--- config.mk ---
export PLATFORM = sky130hd
export DESIGN_NAME = sm_input_filter_flat
export DESIGN_NICKNAME = d
export VERILOG_FILES = /design/src/rtl/sm_pkg.sv /design/src/rtl/sm_input_filter_if.sv /design/src/rtl/sm_input_filter_ch.sv /design/src/rtl/sm_input_filter.sv /design/src/flat_wrapper.sv
export SDC_FILE = /design/constraint.sdc
export NUM_CORES = 1
export LEC_CHECK = 0
export ABC_AREA = 1
export CORE_AREA = 2 2 65 67
export CTS_BUF_LIST = sky130_fd_sc_hd__clkbuf_4
export CTS_CLUSTER_SIZE = 8
export DETAILED_ROUTE_END_ITERATION = 10
export DIE_AREA = 0 0 67 69
export GPL_TIMING_DRIVEN = 0
export PLACE_DENSITY = 0.79
export SYNTH_ARGS = -nofsm -noshare
export SYNTH_HDL_FRONTEND = slang
export SYNTH_HIERARCHICAL = 1
export SYNTH_SLANG_ARGS = --single-unit
--- constraint.sdc ---
create_clock -name clk -period 1.7 [get_ports clk]
set_clock_uncertainty 0.2 [all_clocks]
set_input_delay 0.425 -clock clk [delete_from_list [all_inputs] [get_ports clk]]
set_output_delay 0.425 -clock clk [all_outputs]
set_load 0.03 [all_outputs]
--- src/rtl/sm_pkg.sv ---
// sm_input_filter shared package: width helper,
// parameter legality and per-channel output bundle.
package sm_pkg;

  function automatic int clog2(input int v);
    int r;
    r = 0;
    for (int i = 0; i < 31; i++) begin
      if (((v - 1) >> i) != 0) r = i + 1;
    end
    return r;
  endfunction

  function automatic int cnt_w(input int stable);
    return (clog2(stable) < 1) ? 1 : clog2(stable);
  endfunction

  function automatic bit params_ok(
    input int sync,
    input int stable
  );
    return (sync >= 1) && (stable >= 1);
  endfunction

  typedef struct packed {
    logic q;
    logic rise;
    logic fall;
  } ch_out_t;

endpackage

--- src/rtl/sm_input_filter_if.sv ---
// sm_input_filter pin bundle; toggle exists only
// when SM_INPUT_FILTER_TOGGLE_EN is defined.
interface sm_input_filter_if #(
  parameter int CHANNELS = 8
);
  logic [CHANNELS-1:0] d;
  logic [CHANNELS-1:0] q;
  logic [CHANNELS-1:0] rise;
  logic [CHANNELS-1:0] fall;
  logic                changed;
`ifdef SM_INPUT_FILTER_TOGGLE_EN
  logic [CHANNELS-1:0] toggle;
`endif

  modport master (
    output d,
    input  q, rise, fall, changed
`ifdef SM_INPUT_FILTER_TOGGLE_EN
    , input toggle
`endif
  );

  modport slave (
    input  d,
    output q, rise, fall, changed
`ifdef SM_INPUT_FILTER_TOGGLE_EN
    , output toggle
`endif
  );
endinterface

--- src/rtl/sm_input_filter_ch.sv ---
// One channel: synchroniser, stability counter,
// filtered level and rise/fall pulses.
module sm_input_filter_ch
  import sm_pkg::*;
#(
  parameter int   SYNC_STAGES   = 2,
  parameter int   STABLE_CYCLES = 4,
  parameter logic RESET_VAL     = 1'b0
) (
  input  logic    clk,
  input  logic    rst_n,
  input  logic    d,
  output ch_out_t o,
  output logic    fire
);
  localparam int CNT_W = cnt_w(STABLE_CYCLES);
  localparam logic [CNT_W-1:0] LAST =
    CNT_W'(STABLE_CYCLES - 1);

  logic [SYNC_STAGES-1:0] s;
  logic                   sd;
  logic [CNT_W-1:0]       cnt;

  assign sd   = s[SYNC_STAGES-1];
  // Next edge commits a change; lets the top
  // register changed alongside rise/fall.
  assign fire = (sd != o.q) && (cnt == LAST);

  // Shift raw input through the synchroniser.
  always_ff @(posedge clk) begin
    if (!rst_n) begin
      s <= {SYNC_STAGES{RESET_VAL}};
    end else begin
      s[0] <= d;
      for (int i = 1; i < SYNC_STAGES; i++) begin
        s[i] <= s[i-1];
      end
    end
  end

  // Accept sd only after it held for the window.
  always_ff @(posedge clk) begin
    if (!rst_n) begin
      o.q    <= RESET_VAL;
      o.rise <= 1'b0;
      o.fall <= 1'b0;
      cnt    <= '0;
    end else begin
      o.rise <= 1'b0;
      o.fall <= 1'b0;
      if (sd == o.q) begin
        cnt <= '0;
      end else if (cnt == LAST) begin
        o.q    <= sd;
        o.rise <= sd;
        o.fall <= ~sd;
        cnt    <= '0;
      end else begin
        cnt <= cnt + 1'b1;
      end
    end
  end
endmodule

--- src/rtl/sm_input_filter.sv ---
// Multi-channel input synchroniser/debouncer.
// Define SM_INPUT_FILTER_TOGGLE_EN for toggle.
module sm_input_filter
  import sm_pkg::*;
#(
  parameter int CHANNELS      = 8,
  parameter int SYNC_STAGES   = 2,
  parameter int STABLE_CYCLES = 4,
  parameter logic [CHANNELS-1:0] RESET_VAL = '0
) (
  input logic clk,
  input logic rst_n,
  sm_input_filter_if.slave bus
);
  if (!params_ok(SYNC_STAGES, STABLE_CYCLES))
  begin : g_bad_params
    $fatal(1, "SYNC_STAGES/STABLE_CYCLES < 1");
  end

  logic [CHANNELS-1:0] fire;
  logic [CHANNELS-1:0] q_v;
  logic [CHANNELS-1:0] rise_v;
  logic [CHANNELS-1:0] fall_v;
  logic                changed_r;
  ch_out_t             o [CHANNELS];

  for (genvar i = 0; i < CHANNELS; i++)
  begin : g_ch
    sm_input_filter_ch #(
      .SYNC_STAGES  (SYNC_STAGES),
      .STABLE_CYCLES(STABLE_CYCLES),
      .RESET_VAL    (RESET_VAL[i])
    ) u_ch (
      .clk  (clk),
      .rst_n(rst_n),
      .d    (bus.d[i]),
      .o    (o[i]),
      .fire (fire[i])
    );
    assign q_v[i]    = o[i].q;
    assign rise_v[i] = o[i].rise;
    assign fall_v[i] = o[i].fall;
  end

  assign bus.q       = q_v;
  assign bus.rise    = rise_v;
  assign bus.fall    = fall_v;
  assign bus.changed = changed_r;

  // changed lands on the same edge as the pulses.
  always_ff @(posedge clk) begin
    if (!rst_n) changed_r <= 1'b0;
    else        changed_r <= |fire;
  end

`ifdef SM_INPUT_FILTER_TOGGLE_EN
  logic [CHANNELS-1:0] toggle_r;
  assign bus.toggle = toggle_r;

  // Flip each latch the cycle after its rise.
  always_ff @(posedge clk) begin
    if (!rst_n) toggle_r <= '0;
    else        toggle_r <= toggle_r ^ rise_v;
  end
`endif
endmodule

--- src/flat_wrapper.sv ---
// flat-port wrapper written by rule: the top's interface ports become plain ports
module sm_input_filter_flat import sm_pkg::*;
#(
  parameter int CHANNELS      = 8,
  parameter int SYNC_STAGES   = 2,
  parameter int STABLE_CYCLES = 4,
  parameter logic [CHANNELS-1:0] RESET_VAL = '0
)
  (clk, rst_n, bus_d, bus_q, bus_rise, bus_fall, bus_changed);
  sm_input_filter_if #(.CHANNELS(CHANNELS)) bus_i ();
  input logic clk;
  input logic rst_n;
  input wire logic [$bits(bus_i.d)-1:0] bus_d;
  output wire logic [$bits(bus_i.q)-1:0] bus_q;
  output wire logic [$bits(bus_i.rise)-1:0] bus_rise;
  output wire logic [$bits(bus_i.fall)-1:0] bus_fall;
  output wire logic [$bits(bus_i.changed)-1:0] bus_changed;
  assign bus_i.d = bus_d;
  assign bus_q = bus_i.q;
  assign bus_rise = bus_i.rise;
  assign bus_fall = bus_i.fall;
  assign bus_changed = bus_i.changed;
  sm_input_filter #(.CHANNELS(CHANNELS), .SYNC_STAGES(SYNC_STAGES), .STABLE_CYCLES(STABLE_CYCLES), .RESET_VAL(RESET_VAL)) u_core (.clk(clk), .rst_n(rst_n), .bus(bus_i));
endmodule
==> metrics, run 1 <==
r2r setup slk 290 ps; count of pins over their slew limit 0; final hold viol count 0; die width between 60 and 70 um; Final Hold Slack approximately 220 ps; Vias/cell 4.44; Clk Tree Root Cell clkbuf_4; crit path time final 1610 ps; H-tree Lvls 3; clk slew on worst S/H paths 80 ps; PnR Total Power around 0.0022 W; Worst R2R End u_core/bus.changed$_SDFF_PN0_; post-synthesis sequential area ratio ~56%; Critical Path Fanout Max 5; CTS sink count 57; # setup viols final 0; Initial DRC Count 67; Synth Warn # 6; routability cong. 0.773; Post-DRT Antenna Nets 0; HP Class reg -> reg; largest net degree at the start of global routing between 40 and 50; CTS tree built; Cell Pwr Density ~900 mW/mm^2; number of diodes 0; FF-to-FF path depth 6; global-route wire length before repair roughly 5200 um; critical path's largest stage delay ~390 ps; status finished clean; count leader, synth nand2_1; dpl cells 326; Die ar. approximately 0.0046 mm^2; FF-to-FF Start u_core/g_ch[3].u_ch/cnt[0]$_SDFF_PP0_; share of cells above drive strength 1 a little under a quarter; CP Class reg -> out; fin nets slightly above 300; Synth area leaders dfxtp_1 56%, nand2_1 11%, inv_1 7.5%, nor2_1 5.5%, ha_1 4.9%; Hold Startpoint u_core/g_ch[2].u_ch/cnt[0]$_SDFF_PP0_; wire per inst about 8.7 um; CP top delay family flip-flops; leading area contributor after synthesis dfxtp_1; grt ovf 0; Max VDD drop about 580 uV; fmax 619 MHz; clock latency on the worst-skew pair between 300 and 400 ps; initial core utilization 52.5%; critical path arrival 990 ps; drt first pass iters 4; Max Cap Violations 0; initial antenna violation count 0; final cell count without fillers 340; Critical-path top delay cell dfxtp_1; detailed-placement wirelength estimate around 2100 um; RSZ-0062 raised after global routing false; Hold Path Stages 1; Synth Flop Type dfxtp_1; Async SR Flop Fraction 0%; EDFF count, synth 0; post-synthesis cell count 242; vias after detailed routing 1509; CP Buf/Inv Count 1; Total GRT Usage 15.5%; hold path endpoint u_core/g_ch[2].u_ch/cnt[0]$_SDFF_PP0_; Area Growth Syn to Fin 21.8%; final worst-path cycle share ~95%; cts hold-fix bufs 0; Slew @ Worst Pin approximately 760 ps; Post-route DRC 0; # rows 23; unique cell type count in the Yosys netlist 11; Placeable Area a little under 0.004 mm^2; Die Ht between 60 and 70 um; Synth Cell Area 0.00206 mm^2; post-synth top area share 55.5%; io pins 35; Mean Syn Cell Area roughly 8.5 um^2; Worst Path Required 1070 ps; top cells by count, synth 58 x nand2_1, 57 x dfxtp_1, 41 x inv_1; Slew headroom between 40% and 50%; crit end category primary output; final WL 2970 um; leakage between 1 and 1.5 nW; Num CTS Buffers 9; flops & latches, synth 57; Synthesized Nets 260; crit-path cells buf_2; I/O Buffers 34; final core occ 64.0%; CP startpoint kind register; CTS max path bufs 2; vias in the first global route ~1300
## per-layer routing
layer | wire length (um) | GRT usage (%) | share of wire, %
met5 | 0 | 0 | 0
met4 | 71 | 10.2 | 2.4
met3 | 153 | 7.34 | 5.2
met2 | 1360 | 23.3 | 46
met1 | 1380 | 17.0 | 46
## area by class of cell
type	count	area, um^2
clock inverters	2	7.51
fillers	357	1410
well taps	50	62.6
flip-flops and latches	57	1150
clock buffers	12	90.1
multi-input cells	136	731
inverters	49	184
repair buffers	34	283
## worst max-delay path by stage
stage | end | cells past startpoint | from | slack [ps]
floorplan | u_core/bus.changed$_SDFF_PN0_ | 6 | u_core/g_ch[3].u_ch/o[2]$_SDFFE_PN0P_ | 280
global placement | u_core/g_ch[4].u_ch/cnt[0]$_SDFF_PP0_ | 5 | rst_n | -890
detailed placement | bus_q[1] | 1 | u_core/g_ch[1].u_ch/o[2]$_SDFFE_PN0P_ | -30
CTS | bus_rise[6] | 1 | u_core/g_ch[6].u_ch/o[1]$_SDFF_PP0_ | 1
global route | bus_q[7] | 1 | u_core/g_ch[7].u_ch/o[2]$_SDFFE_PN0P_ | 4
finish | bus_q[7] | 1 | u_core/g_ch[7].u_ch/o[2]$_SDFFE_PN0P_ | 90
## repair_timing
item | 4_1_cts | 5_1_grt
resized for setup | 84 | 15
gates cloned | 0 | 0
pin swaps | 0 | 0
buffers inserted | 0 | 0
endpoints found under the setup margin | 25 | 11
## state kept, by name, indices dropped and copies added (netlist names)
name,count
u_core/bus.changed,1
u_core/g_ch.u_ch/cnt,16
u_core/g_ch.u_ch/o,24
u_core/g_ch.u_ch/s,16
## cells in the final DEF, fill, tap and decap left out
| master | count |
|---|---|
| nor2_1 | 30 |
| inv_1 | 41 |
| nor2_4 | 8 |
| dfxtp_1 | 53 |
| dfxtp_2 | 4 |
| nand3_1 | 8 |
| buf_2 | 5 |
| and3_1 | 8 |
| inv_2 | 8 |
| clkbuf_4 | 16 |
| clkdlybuf4s50_1 | 8 |
| nor3_1 | 8 |
| clkinv_1 | 2 |
| clkbuf_2 | 7 |
| nand3_2 | 8 |
| nand2_1 | 58 |
| ha_1 | 8 |
| clkdlybuf4s15_2 | 10 |
## report_power, final
part	internal, W	total (W)	switching, W
combinational	0.0000396	0.0000903	0.0000507
clock	0.000326	0.000741	0.000414
sequential	0.00136	0.00137	0.0000128
## worst register-to-register path, cell delays in order (launching register included)
cell and delay (ps):
dfxtp_1 320, ha_1 260, and3_1 200, nor2_1 120, nand2_1 80, nor2_1 100, nor2_1 50
## stage by stage
step	worst slack (ps)	setup TNS, ps	cell area [um^2]
6_report	85.1	0	2500
5_1_grt	3.83	0	2500
2_1_floorplan	280	0	2060
4_1_cts	1.39	0	2520
3_5_place_dp	-27.2	-27.2	2450
3_3_place_gp	-891	-45860	2460
## cell families after synthesis
logic type,count (synthesis),share of synthesized area [%]
simple gates,128,30.7
flops,57,55.5
fa+ha+maj,8,4.87
buf+inv,49,8.95
Power figures use the tool's default switching activity.
==> run 2: changes to the inputs <==
CORE_AREA = 2 2 66 68   (was 2 2 65 67)
CTS_BUF_LIST = not set   (was sky130_fd_sc_hd__clkbuf_4)
DIE_AREA = 0 0 68 70   (was 0 0 67 69)
PLACE_DENSITY = 0.76   (was 0.79)
SYNTH_HIERARCHICAL = not set   (was 1)
==> run 2 against run 1 <==
Via count shrank 1.7%. Highest routed layer unchanged. Largest power group unchanged. Register-to-register slack gained 170 ps. Clock power grew 34%.
==> metrics, run 2 <==
status finished clean; Synth Cell Area 0.00200 mm^2 (-2.9%); drt first pass iters 4 (unchanged); Final Hold Slack 211 ps (-4.49 ps); grt ovf 0 (unchanged); Slew @ Worst Pin 303 ps (-454 ps); number of diodes 0 (unchanged); Comb pwr share 3.4% (-0.7 points); Initial DRC Count 58 (-13%); fmax 605 MHz (-2.3%); final worst-path cycle share 97.2% (+2.2 points); top cells by count, synth 57 x dfxtp_1, 44 x inv_1, 36 x nand2_1; RSZ-0062 raised after global routing false; # rows 24 (+4.3%); count of pins over their slew limit 0 (unchanged); final cell count without fillers 323 (-5.0%); count leader, synth dfxtp_1; CTS max path bufs 2 (unchanged); leakage 1.23 nW (-4.3%); worst setup margin 47.3 ps (-37.9 ps); share of cells above drive strength 1 13.3% (-9.5 points); die width 68 um (+1.5%); wire per inst 9.95 um (+14%); Sw Share 21.2% (-0.56 points); CTS tree built; critical path's largest stage delay 390 ps (about the same); dpl cells 307 (-5.8%); Vias/cell 4.59 (+3.4%); vias after detailed routing 1483 (-1.7%); Max Cap Violations 0 (unchanged); initial core utilization 48.2% (-4.4 points); Num CTS Buffers 9 (unchanged); CP startpoint kind register; Critical-path top delay cell dlygate4sd2_1; # setup viols final 0 (unchanged); final WL 3210 um (+8.4%); Mean Syn Cell Area 8.99 um^2 (+5.8%); EDFF count, synth 0 (unchanged); Post-DRT Antenna Nets 0 (unchanged); Synth Flop Type dfxtp_1; Die Ht 70 um (+1.4%); CP Buf/Inv Count 1 (unchanged); unique cell type count in the Yosys netlist 16 (+5); fin nets 284 (-6.9%); switching pwr 0.000518 W (+8.4%); Placeable Area 0.00414 mm^2 (+5.9%); Clk Tree Root Cell clkbuf_8; crit end category primary output; commonest non-fill, non-tap cell in the layout dfxtp_1; post-place setup slack 0.955 ps (+28.2 ps); detailed-placement wirelength estimate 2360 um (+14%); Area Growth Syn to Fin 26.5%; vias in the first global route 1323 (+0.46%); post-synthesis cell count 222 (-8.3%); final hold viol count 0 (unchanged); Max VDD drop 527 uV (-9.3%); CP Class reg -> out; max reg flops 24 (unchanged); share of total power in sequential cells 56.1% (-6.2 points); Synthesized Nets 240 (-7.7%); CP top delay family buffers and inverters; commonest non-fill, non-tap cells in the layout 57 x dfxtp_1, 44 x inv_1, 36 x nand2_1, 26 x nor2_1; post-synth top area share 57.2% (+1.7 points); leading area contributor after synthesis dfxtp_1; global-route wire length before repair 5550 um (+6.1%); Synth Warn # 0 (-6); r2r setup slk 460 ps (+170 ps); crit-path cells dlygate4sd2_1; Clock Power Share 40.5% (+6.9 points); crit path time final 1650 ps (+37.9 ps); clock latency on the worst-skew pair 320 ps (-60 ps); Total GRT Usage 16.1% (+0.65 points); flops & latches, synth 57 (unchanged); Synth area leaders dfxtp_1 57%, inv_1 8.3%, nand2_1 6.8%, ha_1 5.0%, nor2_1 4.9%; io pins 35 (unchanged); Die ar. 0.00476 mm^2 (+3.0%); final core occ 60.9% (-3.0 points); HP Class reg -> reg; CTS sink count 57 (unchanged); Slew headroom 79.9% (+30 points); clk slew on worst S/H paths 60 ps (-20 ps); H-tree Lvls 3 (unchanged); post-synthesis sequential area ratio 57.2% (+1.7 points); largest net degree at the start of global routing 11 (-74%); Critical Path Fanout Max 1 (-4); routability cong. 0.693 (-10%); Cell Pwr Density 970 mW/mm^2 (+10%); Post-route DRC 0 (unchanged); Worst Path Required 1070 ps (about the same); initial antenna violation count 0 (unchanged); biggest registers after layout u_core.g_ch.u_ch.o x24, u_core.g_ch.u_ch.cnt x16, u_core.g_ch.u_ch.s x16; Largest Register u_core.g_ch.u_ch.o; critical path arrival 1030 ps (+40 ps); I/O Buffers 33 (-2.9%); total negative slack 0 ps (unchanged); Async SR Flop Fraction 0% (unchanged); Int Power 0.00193 W (+12%)
run 2: cell count changes after synthesis, sizes merged:
| cell | before | now |
|---|---|---|
| a21oi | 0 | 1 |
| and3 | 8 | 0 |
| buf | 0 | 5 |
| nand2 | 58 | 36 |
| nand4 | 0 | 8 |
| nor2 | 38 | 26 |
| nor3 | 8 | 0 |
| nor4 | 0 | 8 |
| o31ai | 0 | 8 |
run 2: final timing paths:
check                                                           start                                   to  depth (start not counted)
worst max-delay path              u_core.g_ch[3].u_ch.o[0]$_SDFF_PP0_                          bus_fall[3]                          1
worst min-delay path              u_core.g_ch[4].u_ch.s[0]$_SDFF_PN0_  u_core.g_ch[4].u_ch.s[1]$_SDFF_PN0_                          2
worst max register to register  u_core.g_ch[3].u_ch.cnt[0]$_SDFF_PP0_        u_core.bus.changed$_SDFF_PN0_                          5
worst min register to register    u_core.g_ch[4].u_ch.s[0]$_SDFF_PN0_  u_core.g_ch[4].u_ch.s[1]$_SDFF_PN0_                          2
run 2: worst reg2reg max path: cells and delay by family, from the launching register on:
family / cells / cell delay (ps)
flops: 1 / 310
simple gates: 3 / 280
fa+ha+maj: 1 / 260
compound gates: 1 / 80
run 2: power by group through the flow:
stage	clock (W)	sequential (W)	combinational, W
3_5_place_dp	0	0.00140	0.0000846
5_1_grt	0.00108	0.00138	0.0000975
2_1_floorplan	0	0.00140	0.0000510
6_report	0.000991	0.00137	0.0000838
3_3_place_gp	0	0.00140	0.0000819
4_1_cts	0.00101	0.00137	0.0000848
run 2: cells by family after synthesis:
| logic type | after synthesis | share of synthesized area [%] |
|---|---|---|
| AO/OA/AOI/OAI | 9 | 3.76 |
| adder cells (fa/ha/maj) | 8 | 5.02 |
| buffers and inverters | 54 | 11.2 |
| flip-flops | 57 | 57.2 |
| AND/OR/NAND/NOR | 94 | 22.9 |
run 2: layout make-up:
| cell class | count | area (um^2) |
|---|---|---|
| fillers | 362 | 1620 |
| repair buffers | 33 | 314 |
| flip-flops and latches | 57 | 1140 |
| well taps | 52 | 65.1 |
| inverters | 49 | 184 |
| multi-input cells | 111 | 632 |
| plain buffers | 5 | 38.8 |
| clock buffers | 16 | 150 |
run 2: timing repair:
item                       CTS  global route
setup buffers                0             0
hold buffers                 0             0
setup endpoints to repair   25             2
resized for setup           41             3
hold endpoints to repair     0             0
run 2: stage by stage:
| step | instance area [um^2] | total power [W] |
|---|---|---|
| after floorplan | 2000 | 0.00145 |
| after CTS | 2530 | 0.00247 |
| after global routing | 2520 | 0.00255 |
| after detailed placement | 2390 | 0.00149 |
| after global placement | 2390 | 0.00148 |
| final | 2520 | 0.00245 |
run 2: layer usage:
metal	global-route usage [%]	vias to the layer above	wire, um
li1	-	788	-
met1	19.0	650	1440
met2	24.5	35	1550
met3	6.28	10	151
met4	9.33	0	68
met5	0	-	0
